**src/rtl/if_stage.sv**
```systemverilog
// rtl/if_stage.sv - instruction fetch stage: PC, imem reads, 2-entry fetch FIFO, redirect flush
module if_stage #(
   parameter logic [31:0] PC_RESET        = 32'h0000_0000,
   parameter logic [31:0] EXC_VECTOR      = 32'h0000_0180,
   parameter int          MAX_OUTSTANDING = 2
) (
   input  logic        clk,
   input  logic        rst_n,
   output logic        imem_req,
   output logic [31:0] imem_addr,
   input  logic        imem_ready,
   input  logic        imem_rvalid,
   input  logic [31:0] imem_rdata,
   input  logic        exc_i,
   input  logic        jump_i,
   input  logic [31:0] jump_target_i,
   input  logic        branch_i,
   input  logic [31:0] branch_target_i,
   output logic        if_valid,
   output logic [31:0] if_instr,
   output logic [5:0]  if_opcode,
   output logic [31:0] if_pc,
   output logic [31:0] if_pc_plus4,
   input  logic        id_ready
);

   typedef enum logic [1:0] {BOOT, RUN, DRAIN} state_t;

   state_t      state, state_nxt;
   logic [31:0] pc;
   logic [1:0]  outstanding, outstanding_nxt;
   logic [1:0]  fifo_count;
   logic [2:0]  credit_used;

   // PC of every accepted read, consumed in order as responses come back
   logic [31:0] tag_pc [2];
   logic        tag_wptr, tag_rptr;

   logic [31:0] fifo_pc    [2];
   logic [31:0] fifo_instr [2];
   logic        fifo_wptr, fifo_rptr;

   logic        redirect;
   logic [31:0] raw_target, target;
   logic        accept, resp, push, pop;

   // Redirect target selection: exception beats jump beats branch; low bits dropped
   always_comb begin
      redirect   = exc_i | jump_i | branch_i;
      raw_target = branch_target_i;
      if (exc_i)
         raw_target = EXC_VECTOR;
      else if (jump_i)
         raw_target = jump_target_i;
      target = raw_target & ~32'd3;
   end

   assign credit_used = {1'b0, fifo_count} + {1'b0, outstanding};
   assign accept      = imem_req & imem_ready;
   // A response with nothing outstanding (e.g. left over from before reset) is ignored
   assign resp        = imem_rvalid & (outstanding != 2'd0);
   assign push        = resp & (state == RUN) & ~redirect;
   assign pop         = if_valid & id_ready;

   assign imem_addr   = pc;
   assign if_valid    = (fifo_count != 2'd0);
   assign if_instr    = fifo_instr[fifo_rptr];
   assign if_pc       = fifo_pc[fifo_rptr];
   assign if_opcode   = if_instr[31:26];
   assign if_pc_plus4 = if_pc + 32'd4;

   // Outstanding-read count after this cycle's accept and response
   always_comb begin
      outstanding_nxt = outstanding;
      if (accept && !resp)
         outstanding_nxt = outstanding + 2'd1;
      else if (!accept && resp)
         outstanding_nxt = outstanding - 2'd1;
   end

   // FSM state register
   always_ff @(posedge clk) begin
      if (!rst_n)
         state <= BOOT;
      else
         state <= state_nxt;
   end

   // FSM next state and request issue; stale reads after a redirect force DRAIN
   always_comb begin
      state_nxt = state;
      imem_req  = 1'b0;
      case (state)
         BOOT: state_nxt = RUN;
         RUN: begin
            imem_req = ~redirect && (credit_used < 3'(MAX_OUTSTANDING));
            if (redirect && outstanding_nxt != 2'd0)
               state_nxt = DRAIN;
         end
         DRAIN: begin
            if (outstanding_nxt == 2'd0)
               state_nxt = RUN;
         end
         default: state_nxt = BOOT;
      endcase
   end

   // PC, outstanding count, tag queue and fetch FIFO updates
   always_ff @(posedge clk) begin
      if (!rst_n) begin
         pc          <= PC_RESET;
         outstanding <= 2'd0;
         tag_wptr    <= 1'b0;
         tag_rptr    <= 1'b0;
         fifo_count  <= 2'd0;
         fifo_wptr   <= 1'b0;
         fifo_rptr   <= 1'b0;
         for (int i = 0; i < 2; i++) begin
            tag_pc[i]     <= '0;
            fifo_pc[i]    <= '0;
            fifo_instr[i] <= '0;
         end
      end else begin
         outstanding <= outstanding_nxt;
         if (accept) begin
            tag_pc[tag_wptr] <= pc;
            tag_wptr         <= ~tag_wptr;
         end
         if (resp)
            tag_rptr <= ~tag_rptr;
         if (redirect)
            pc <= target;
         else if (accept)
            pc <= pc + 32'd4;
         if (redirect) begin
            fifo_count <= 2'd0;
            fifo_wptr  <= 1'b0;
            fifo_rptr  <= 1'b0;
         end else begin
            if (push) begin
               fifo_pc[fifo_wptr]    <= tag_pc[tag_rptr];
               fifo_instr[fifo_wptr] <= imem_rdata;
               fifo_wptr             <= ~fifo_wptr;
            end
            if (pop)
               fifo_rptr <= ~fifo_rptr;
            case ({push, pop})
               2'b10:   fifo_count <= fifo_count + 2'd1;
               2'b01:   fifo_count <= fifo_count - 2'd1;
               default: fifo_count <= fifo_count;
            endcase
         end
      end
   end

   // Credit accounting must make a push into a full FIFO impossible
   assert property (@(posedge clk) disable iff (!rst_n) !(push && !pop && fifo_count == 2'd2));

endmodule
```
**config.mk**
```make
export PLATFORM = sky130hd
export DESIGN_NAME = if_stage
export DESIGN_NICKNAME = d
export VERILOG_FILES = /design/src/rtl/if_stage.sv
export SDC_FILE = /design/constraint.sdc
export NUM_CORES = 1
export LEC_CHECK = 0
export ABC_CLOCK_PERIOD_IN_PS = 9160
export CAP_MARGIN = 20
export CORE_MARGIN = 2
export CORE_UTILIZATION = 40
export DETAILED_ROUTE_END_ITERATION = 8
export PLACE_DENSITY = 0.71
export SYNTH_ARGS = -nofsm -noshare
export SYNTH_HDL_FRONTEND = slang
export SYNTH_SLANG_ARGS = --single-unit
```
**constraint.sdc**
```tcl
create_clock -name clk -period 9.16 [get_ports clk]
set_input_delay 1.832 -clock clk [delete_from_list [all_inputs] [get_ports clk]]
set_output_delay 1.832 -clock clk [all_outputs]
set_load 0.01 [all_outputs]
```
[After elaboration in Yosys (flattened, before gate mapping)]
Memories as Yosys holds them, arrays and structs flattened. A register that Yosys moved wholly into a read port is not among the register bits.
Index checks and enable logic that the tools add are counted.
Widths: inputs -> output; s select.
Cells by class
  equal/unequal tests: 6
  reduce and logical (&&, ||, !) cells: 18
  multiplexer cells: 34
  add/sub/neg operators: 7
  magnitude comparators: 1
  bitwise operators: 13
Operators with widths (count)
  $mux 32: 7
  $reduce_or 32->1: 3
  $add 32x3->32 const B: 2
  $mux 1: 21
  $reduce_bool 2->1: 5
  $mux 2: 4
  $not 1->1: 6
  $pmux 2 s3: 1
  $and 1x1->1: 5
  $add 2x1->2 const B: 2
  $eq 2x1->1 const B: 2
  $eq 2x2->1 const B: 2
  $logic_and 1x1->1: 4
  $logic_not 2->1: 2
  $pmux 2 s2: 1
  $sub 2x1->2 const B: 2
  $add 2x2->3: 1
  $lt 3x2->1 const B: 1
  $logic_not 1->1: 2
  $ne 2x1->1 const B: 1
  $ne 2x2->1 const B: 1
  $or 1x1->1: 2
  $reduce_and 2->1: 1
  $reduce_or 2->1: 1
Word-level totals
  input bits: 104
  flip-flop bits (word level): 42
  memory bits (writable): 192
  memories kept: 3
Memory list
  fifo_instr: depth 2, bits a word 32, rd ports 1, clocked after Yosys merged registers in 1, wr ports 2, RTL line 40  | logic [31:0] fifo_instr [2];
  fifo_pc: depth 2, bits a word 32, rd ports 1, clocked after Yosys merged registers in 1, wr ports 2, RTL line 39  | logic [31:0] fifo_pc [2];
  tag_pc: depth 2, bits a word 32, rd ports 1, clocked after Yosys merged registers in 1, wr ports 2, RTL line 36  | logic [31:0] tag_pc [2];

[Logic depth before layout (Yosys ltp)]
Gate-level depths: netlist (run 1).
  depth after elaboration: 14
  gate-level depth with buffers: 13

[Worst setup path after synthesis (run 1)]
OpenSTA, ideal clock, no wires.
  path kind: input -> register
  from: input branch_i
  to: memory fifo_instr[0][0] (enable)
  library setup time: 568 ps
  data required time: 8592 ps
  cell stages on the path: 6
  path slack: 1214 ps
  arrival time: 7379 ps
  buffers on the path: 3
  cells stage by stage: clkbuf_1 or3_1 clkbuf_1 or3_1 clkbuf_1 o21ai_0
RTL lines
  from (decl): RTL line 17  | input logic branch_i,
  to (decl): RTL line 40

[Final worst setup path (run 1)]
  from: input exc_i
  to: output imem_req
On the way
  cells in the longest elaborated chain, start to end: 5
RTL lines
  from (decl): RTL line 14  | input logic exc_i,
  $or 1x1->1 (2 in a row): RTL line 49  | redirect = exc_i | jump_i | branch_i;
  $not 1->1: RTL line 96  | imem_req = ~redirect && (credit_used < 3'(MAX_OUTSTANDING));
  $logic_and 1x1->1: RTL line 96
  $mux 1: RTL line 93  | case (state)
  to (decl): RTL line 9  | output logic imem_req,
Every way passes these cells.

==> run metrics, run 1 <==
Post-Syn Area=11300 sq um; chip width=172 um; Tmin final=5.95 ns; synthesized flop and latch total=226; Final Skew=0.0307 ns; first-pass GRT wire length=42.8 mm; Mapped Cells=975; FFs w/ async S/R, synth=0%; unrepaired setup endpoints after global routing=no; GR Util All Layers=18.5%; CTS tree=built; number of global-route vias before repair=7841; Placed Instances=1527; initial antenna violation count=0; switching share of power=24.0%; adder-cell share of the synthesized area=0.797%; full die area=29600 sq um; setup_tns=0 ns; # rows=61; setup violators final=0; I/O pins=240; # resized after CTS=0; Ys Warns=0; Hold Vio Cnt, Final=0; most frequent CP cell=clkdlybuf4s50_1; Post-CTS Hold Fix Bufs=0; DRT antenna net count=0; final wirelength=27.9 mm; Placer Congestion=0.889; Top FF cell, synth=edfxtp_1; Pint=1.94 mW; DRC viols=0; layout cells sized above 1=11.3%; CP bufs+invs=2; clk sink count=226; DR iter-0 viols=583; type of origin of the critical path=input pin; clk slew on worst S/H paths=0.06 ns; DR vias=8145; area delta synth->final=30.4%; Critical Path AT=4.12 ns; status=completed; CP Capture Type=output port; Final #Nets=1289; drt wl/cell=17.7 um; post-synthesis mux area share=10.1%; global route overflow=0; sequential power share=47.3%; Max Clk Rate=168 MHz; clock power share=39.7%; Worst VDD drop=0.125 mV; Psw=612 uW; Hold WS=0.530 ns; hpwl dp=19.6 mm; Num CTS Buffers=25; min-delay worst type=reg -> reg; Leakage=5.18 nW; non-filler instance count after layout=1577; die height=172 um; Compound-Gate Fraction of Synth Area=6.49%; Max-Cap Viols=0; number of synthesized flops with an enable pin=184; max-slew violation count=0; Worst Path Required=7.33 ns; Final Cycle Share=64.9%; htree depth=1; CP peak stage delay=0.80 ns; synthesized area per cell=11.6 sq um; post-synthesis xor/xnor area fraction=3.41%; main combinational cell family by area after synthesis=simple AND/OR/NAND/NOR gates; Rel. slew slack=31.9%; most common cell after layout, fill and taps aside=clkdlybuf4s50_1; simple-gate share of the synthesized area=19.1%; via density per instance=5.16; clk root buf=clkbuf_16; Logic pwr share=13.0%; most frequent cells in the layout=clkdlybuf4s50_1 (229), edfxtp_1 (184), and2_1 (127); WS Path Type=in -> out; Diodes inserted=0; sequential share of the synthesized area=56.3%; Worst path slowest cell=or3_1; Worst Tran Pin Value=1.02 ns; setup repair bufs after CTS=0; pin count of the biggest net entering global routing=63; Placeable Area=27800 sq um; number of I/O port buffers=229; crit-path cells=clkdlybuf4s50_1 > or3_1 > nor2_1 > clkdlybuf4s50_1; Max Root-Sink Buffers=3; DRT Pass-1 Iters=5; Worst-Skew Late Latency=0.53 ns; Largest delay share family, worst path=buffers and inverters; initial core utilization=40.7%; Worst Path Max Fanout=19; Power Density=173 nW/um^2; R2R setup slack=4.70 ns; Cell variety after synth=70
-- tightest hold or removal path: stages (launching register included) --
cell and delay, ns:
dfxtp_1 0.34, o21ai_0 0.08, a21oi_1 0.06
-- layout make-up --
type                    count  area, sq um
well taps                 378          473
clock buffers              32          682
multi-input cells         665         4570
flip-flops and latches    226         6370
clock inverters            14          158
inverters                  19         71.3
repair buffers            243         2420
fillers                  2426        13000
-- state kept, by name, summed over array words and instances, names as in the netlist, named ones only --
| register | cells |
|---|---|
| fifo_pc | 60 |
| imem_addr | 30 |
| fifo_count | 2 |
| outstanding | 2 |
| fifo_wptr | 1 |
| fifo_instr | 64 |
| fifo_rptr | 1 |
| tag_wptr | 1 |
| tag_pc | 60 |
| tag_rptr | 1 |
| state | 2 |
-- power by group through the flow --
stage / Clock, mW / Sequential [mW] / Combinational [mW]
finish: 1.01 / 1.21 / 0.331
CTS: 1.03 / 1.21 / 0.332
global route: 1.07 / 1.22 / 0.361
global placement: 0 / 1.23 / 0.326
detailed placement: 0 / 1.23 / 0.330
floorplan: 0 / 1.20 / 0.209
-- per-layer routing --
layer | vias up | part of all wire (%) | GRT usage, %
li1 | 3919 | - | -
met1 | 3846 | 43 | 24.9
met2 | 350 | 46 | 30.4
met3 | 30 | 9.9 | 4.42
met4 | 0 | 1.2 | 4.09
met5 | - | 0 | 0
-- worst paths after layout --
| check | start | cells after the start | to |
|---|---|---|---|
| setup / recovery | exc_i | 4 | imem_req |
| hold / removal | fifo_count[1] | 2 | fifo_count[1] |
| setup reg to reg | outstanding[0] | 7 | tag_pc[1][25] |
| hold reg to reg | fifo_count[1] | 2 | fifo_count[1] |
-- cell families (layout without fill, tap and decap cells) --
family | count (synthesis) | in the layout
AND/OR/NAND/NOR | 390 | 390
XOR/XNOR | 44 | 44
buffers and inverters | 89 | 308
multiplexers | 107 | 107
AO/OA/AOI/OAI | 111 | 111
adder cells (fa/ha/maj) | 7 | 7
other | 1 | 6
flip-flops | 226 | 226
-- Yosys cell counts, types with 6 or more instances --
library cell	instances	area share, %
nand2b_1	7	0.39
nand4_1	13	0.72
nand2_1	45	1.5
and2_1	127	7.0
o21ai_0	27	1.2
a22oi_1	14	0.93
edfxtp_1	184	49
buf_4	16	1.1
nor4_1	12	0.66
and4_1	7	0.54
dfxtp_1	42	7.4
nor3_1	22	0.97
inv_1	19	0.63
nor2_1	90	3.0
xnor2_1	37	2.9
nand3_1	23	1.0
and3_1	6	0.33
o22ai_1	14	0.77
a31oi_1	9	0.50
clkbuf_1	37	1.2
mux2i_1	54	4.8
a21oi_1	20	0.89
xor2_1	7	0.54
buf_2	8	0.35
mux2_2	53	5.3
-- stage by stage --
| step | util (%) | setup WS, ns | cell area (sq um) | power (mW) |
|---|---|---|---|---|
| after floorplan | - | 1.21 | 11300 | 1.41 |
| after global placement | 49.9 | 3.25 | 13800 | 1.55 |
| after detailed placement | 49.9 | 3.26 | 13800 | 1.56 |
| after CTS | 52.9 | 3.25 | 14700 | 2.57 |
| after global routing | 53.1 | 3.05 | 14700 | 2.65 |
| final | 53.1 | 3.21 | 14700 | 2.55 |
(Power assumes the default switching activity.)
==> inputs of run 2 (changes only) <==
Settings changed: ABC_CLOCK_PERIOD_IN_PS 9160 to 5850.
Clock period 9.16 ns to 5.85 ns, I/O delays scaled along.
==> run metrics, run 2 (synthesis results as in run 1) <==
I/O pins=240; max reg flops=64; DRC viols=0; WS Path Type=reg -> out; full die area=29600 sq um; DRT Pass-1 Iters=5; max-slew violation count=0; Max Clk Rate=213 MHz; Final #Nets=1291; status=completed; hold path endpoint=fifo_rptr; Logic pwr share=13.4%; Worst-Skew Late Latency=0.52 ns; Placer Congestion=0.872; final core occ=52.9%; global route overflow=0; R2R cell count=8; Final Cycle Share=80.4%; Critical Path AT=3.54 ns; most frequent cells in the layout=clkdlybuf4s50_1 (229), edfxtp_1 (184), and2_1 (127); htree depth=1; clock power share=38.2%; most common cell after layout, fill and taps aside=clkdlybuf4s50_1; CP Capture Type=output port; Max Root-Sink Buffers=3; DR vias=8146; Post-CTS Hold Fix Bufs=0; R2R setup slack=2.39 ns; Power Density=266 nW/um^2; area delta synth->final=30.0%; drt wl/cell=17.9 um; Worst Path Required=4.68 ns; Max-Cap Viols=0; Placeable Area=27800 sq um; final wirelength=28.3 mm; sequential power share=48.4%; Diodes inserted=0; via density per instance=5.16; Worst Tran Pin Value=1.08 ns; die height=172 um; clk sink count=226; CTS tree=built; number of I/O port buffers=229; clk slew on worst S/H paths=0.06 ns; DRT antenna net count=0; initial core utilization=40.7%; # rows=61; clk root buf=clkbuf_16; GR Util All Layers=18.6%; DR iter-0 viols=723; Num CTS Buffers=24; Power, Total=3.91 mW; pin count of the biggest net entering global routing=63; Largest Register=fifo_instr; number of global-route vias before repair=7796; Worst path slowest cell=buf_4; Worst Path Max Fanout=55; CP peak stage delay=0.64 ns; Tmin final=4.71 ns; min-delay worst type=reg -> reg; Hold WS=0.524 ns; Final Skew=0.0134 ns; # resized after CTS=0; type of origin of the critical path=register; reg2reg end=tag_pc[1][11]; WHS Path Cells=2; chip width=172 um; initial antenna violation count=0; Hold Startpoint=fifo_rptr; first-pass GRT wire length=43.0 mm; Psw=962 uW; fill count=2432; unrepaired setup endpoints after global routing=no; Leakage=5.15 nW; Regs by FF count=fifo_instr: 64 flops, fifo_pc: 60 flops, tag_pc: 60 flops; Worst VDD drop=0.205 mV; Hold Vio Cnt, Final=0; layout cells sized above 1=11.6%; setup violators final=0; Rel. slew slack=28.1%; Placed Instances=1531; non-filler instance count after layout=1578; crit-path cells=buf_4 > nand2_1 > o22ai_1 > nand3_1 > nor3_1 > xor2_1 > clkdlybuf4s50_1; setup repair bufs after CTS=0; switching share of power=24.6%; hpwl dp=20.0 mm; Pint=2.94 mW; FF-to-FF Start=outstanding[0]
-- run 2: cell types whose count changed in the layout (fill, tap and decap cells not counted), sizes merged --
cell / change
buf: +3
bufinv: -2
clkbuf: -2
clkinv: -1
clkinvlp: +5
inv: -2
-- run 2: stage by stage --
stage	setup TNS, ns	setup WS, ns	cell area [sq um]
2_1_floorplan	-177.84	-1.43	11300
3_3_place_gp	0	1.31	13900
3_5_place_dp	0	1.30	13900
4_1_cts	0	1.07	14700
5_1_grt	0	0.829	14700
6_report	0	1.14	14700
-- run 2: layout make-up --
class | instances | area (sq um) | share of cell area [%]
Inverter | 19 | 71.3 | 0.485
Multi-Input combinational cell | 665 | 4570 | 31.1
Clock buffer | 30 | 674 | 4.59
Timing Repair Buffer | 246 | 2430 | 16.5
Sequential cell | 226 | 6370 | 43.3
Clock inverter | 14 | 114 | 0.774
Tap cell | 378 | 473 | 3.22
-- run 2: worst max path at each step --
stage,startpoint,endpoint,slack (ns),depth (start not counted)
2_1_floorplan,branch_i,fifo_instr[0][0],-1.43,6
3_3_place_gp,exc_i,imem_req,1.31,4
3_5_place_dp,exc_i,imem_req,1.30,4
4_1_cts,register,if_pc_plus4[26],1.07,7
5_1_grt,register,if_pc_plus4[26],0.83,7
6_report,register,if_pc_plus4[26],1.14,7
-- run 2: power by group through the flow --
stage | Clock (mW) | Sequential (mW) | Combinational, mW
final | 1.49 | 1.89 | 0.523
after global routing | 1.58 | 1.90 | 0.567
after CTS | 1.52 | 1.89 | 0.525
after detailed placement | 0 | 1.93 | 0.522
after global placement | 0 | 1.92 | 0.515
after floorplan | 0 | 1.89 | 0.328
-- run 2: critical path: cells and delay by family (launching register included) --
| kind | cells | cell delay, ns |
|---|---|---|
| buffers and inverters | 2 | 1.22 |
| and+or+nand+nor | 3 | 0.76 |
| DFF | 1 | 0.57 |
| AOI/OAI and AO/OA | 1 | 0.28 |
| xor gates and xnor gates | 1 | 0.16 |
-- run 2: per-layer routing --
layer	up-vias	wire length (um)	global-route usage, %
li1	3927	-	-
met4	0	400	3.95
met1	3853	12400	25.2
met2	337	12800	30.6
met3	29	2660	4.28
met5	-	0	0
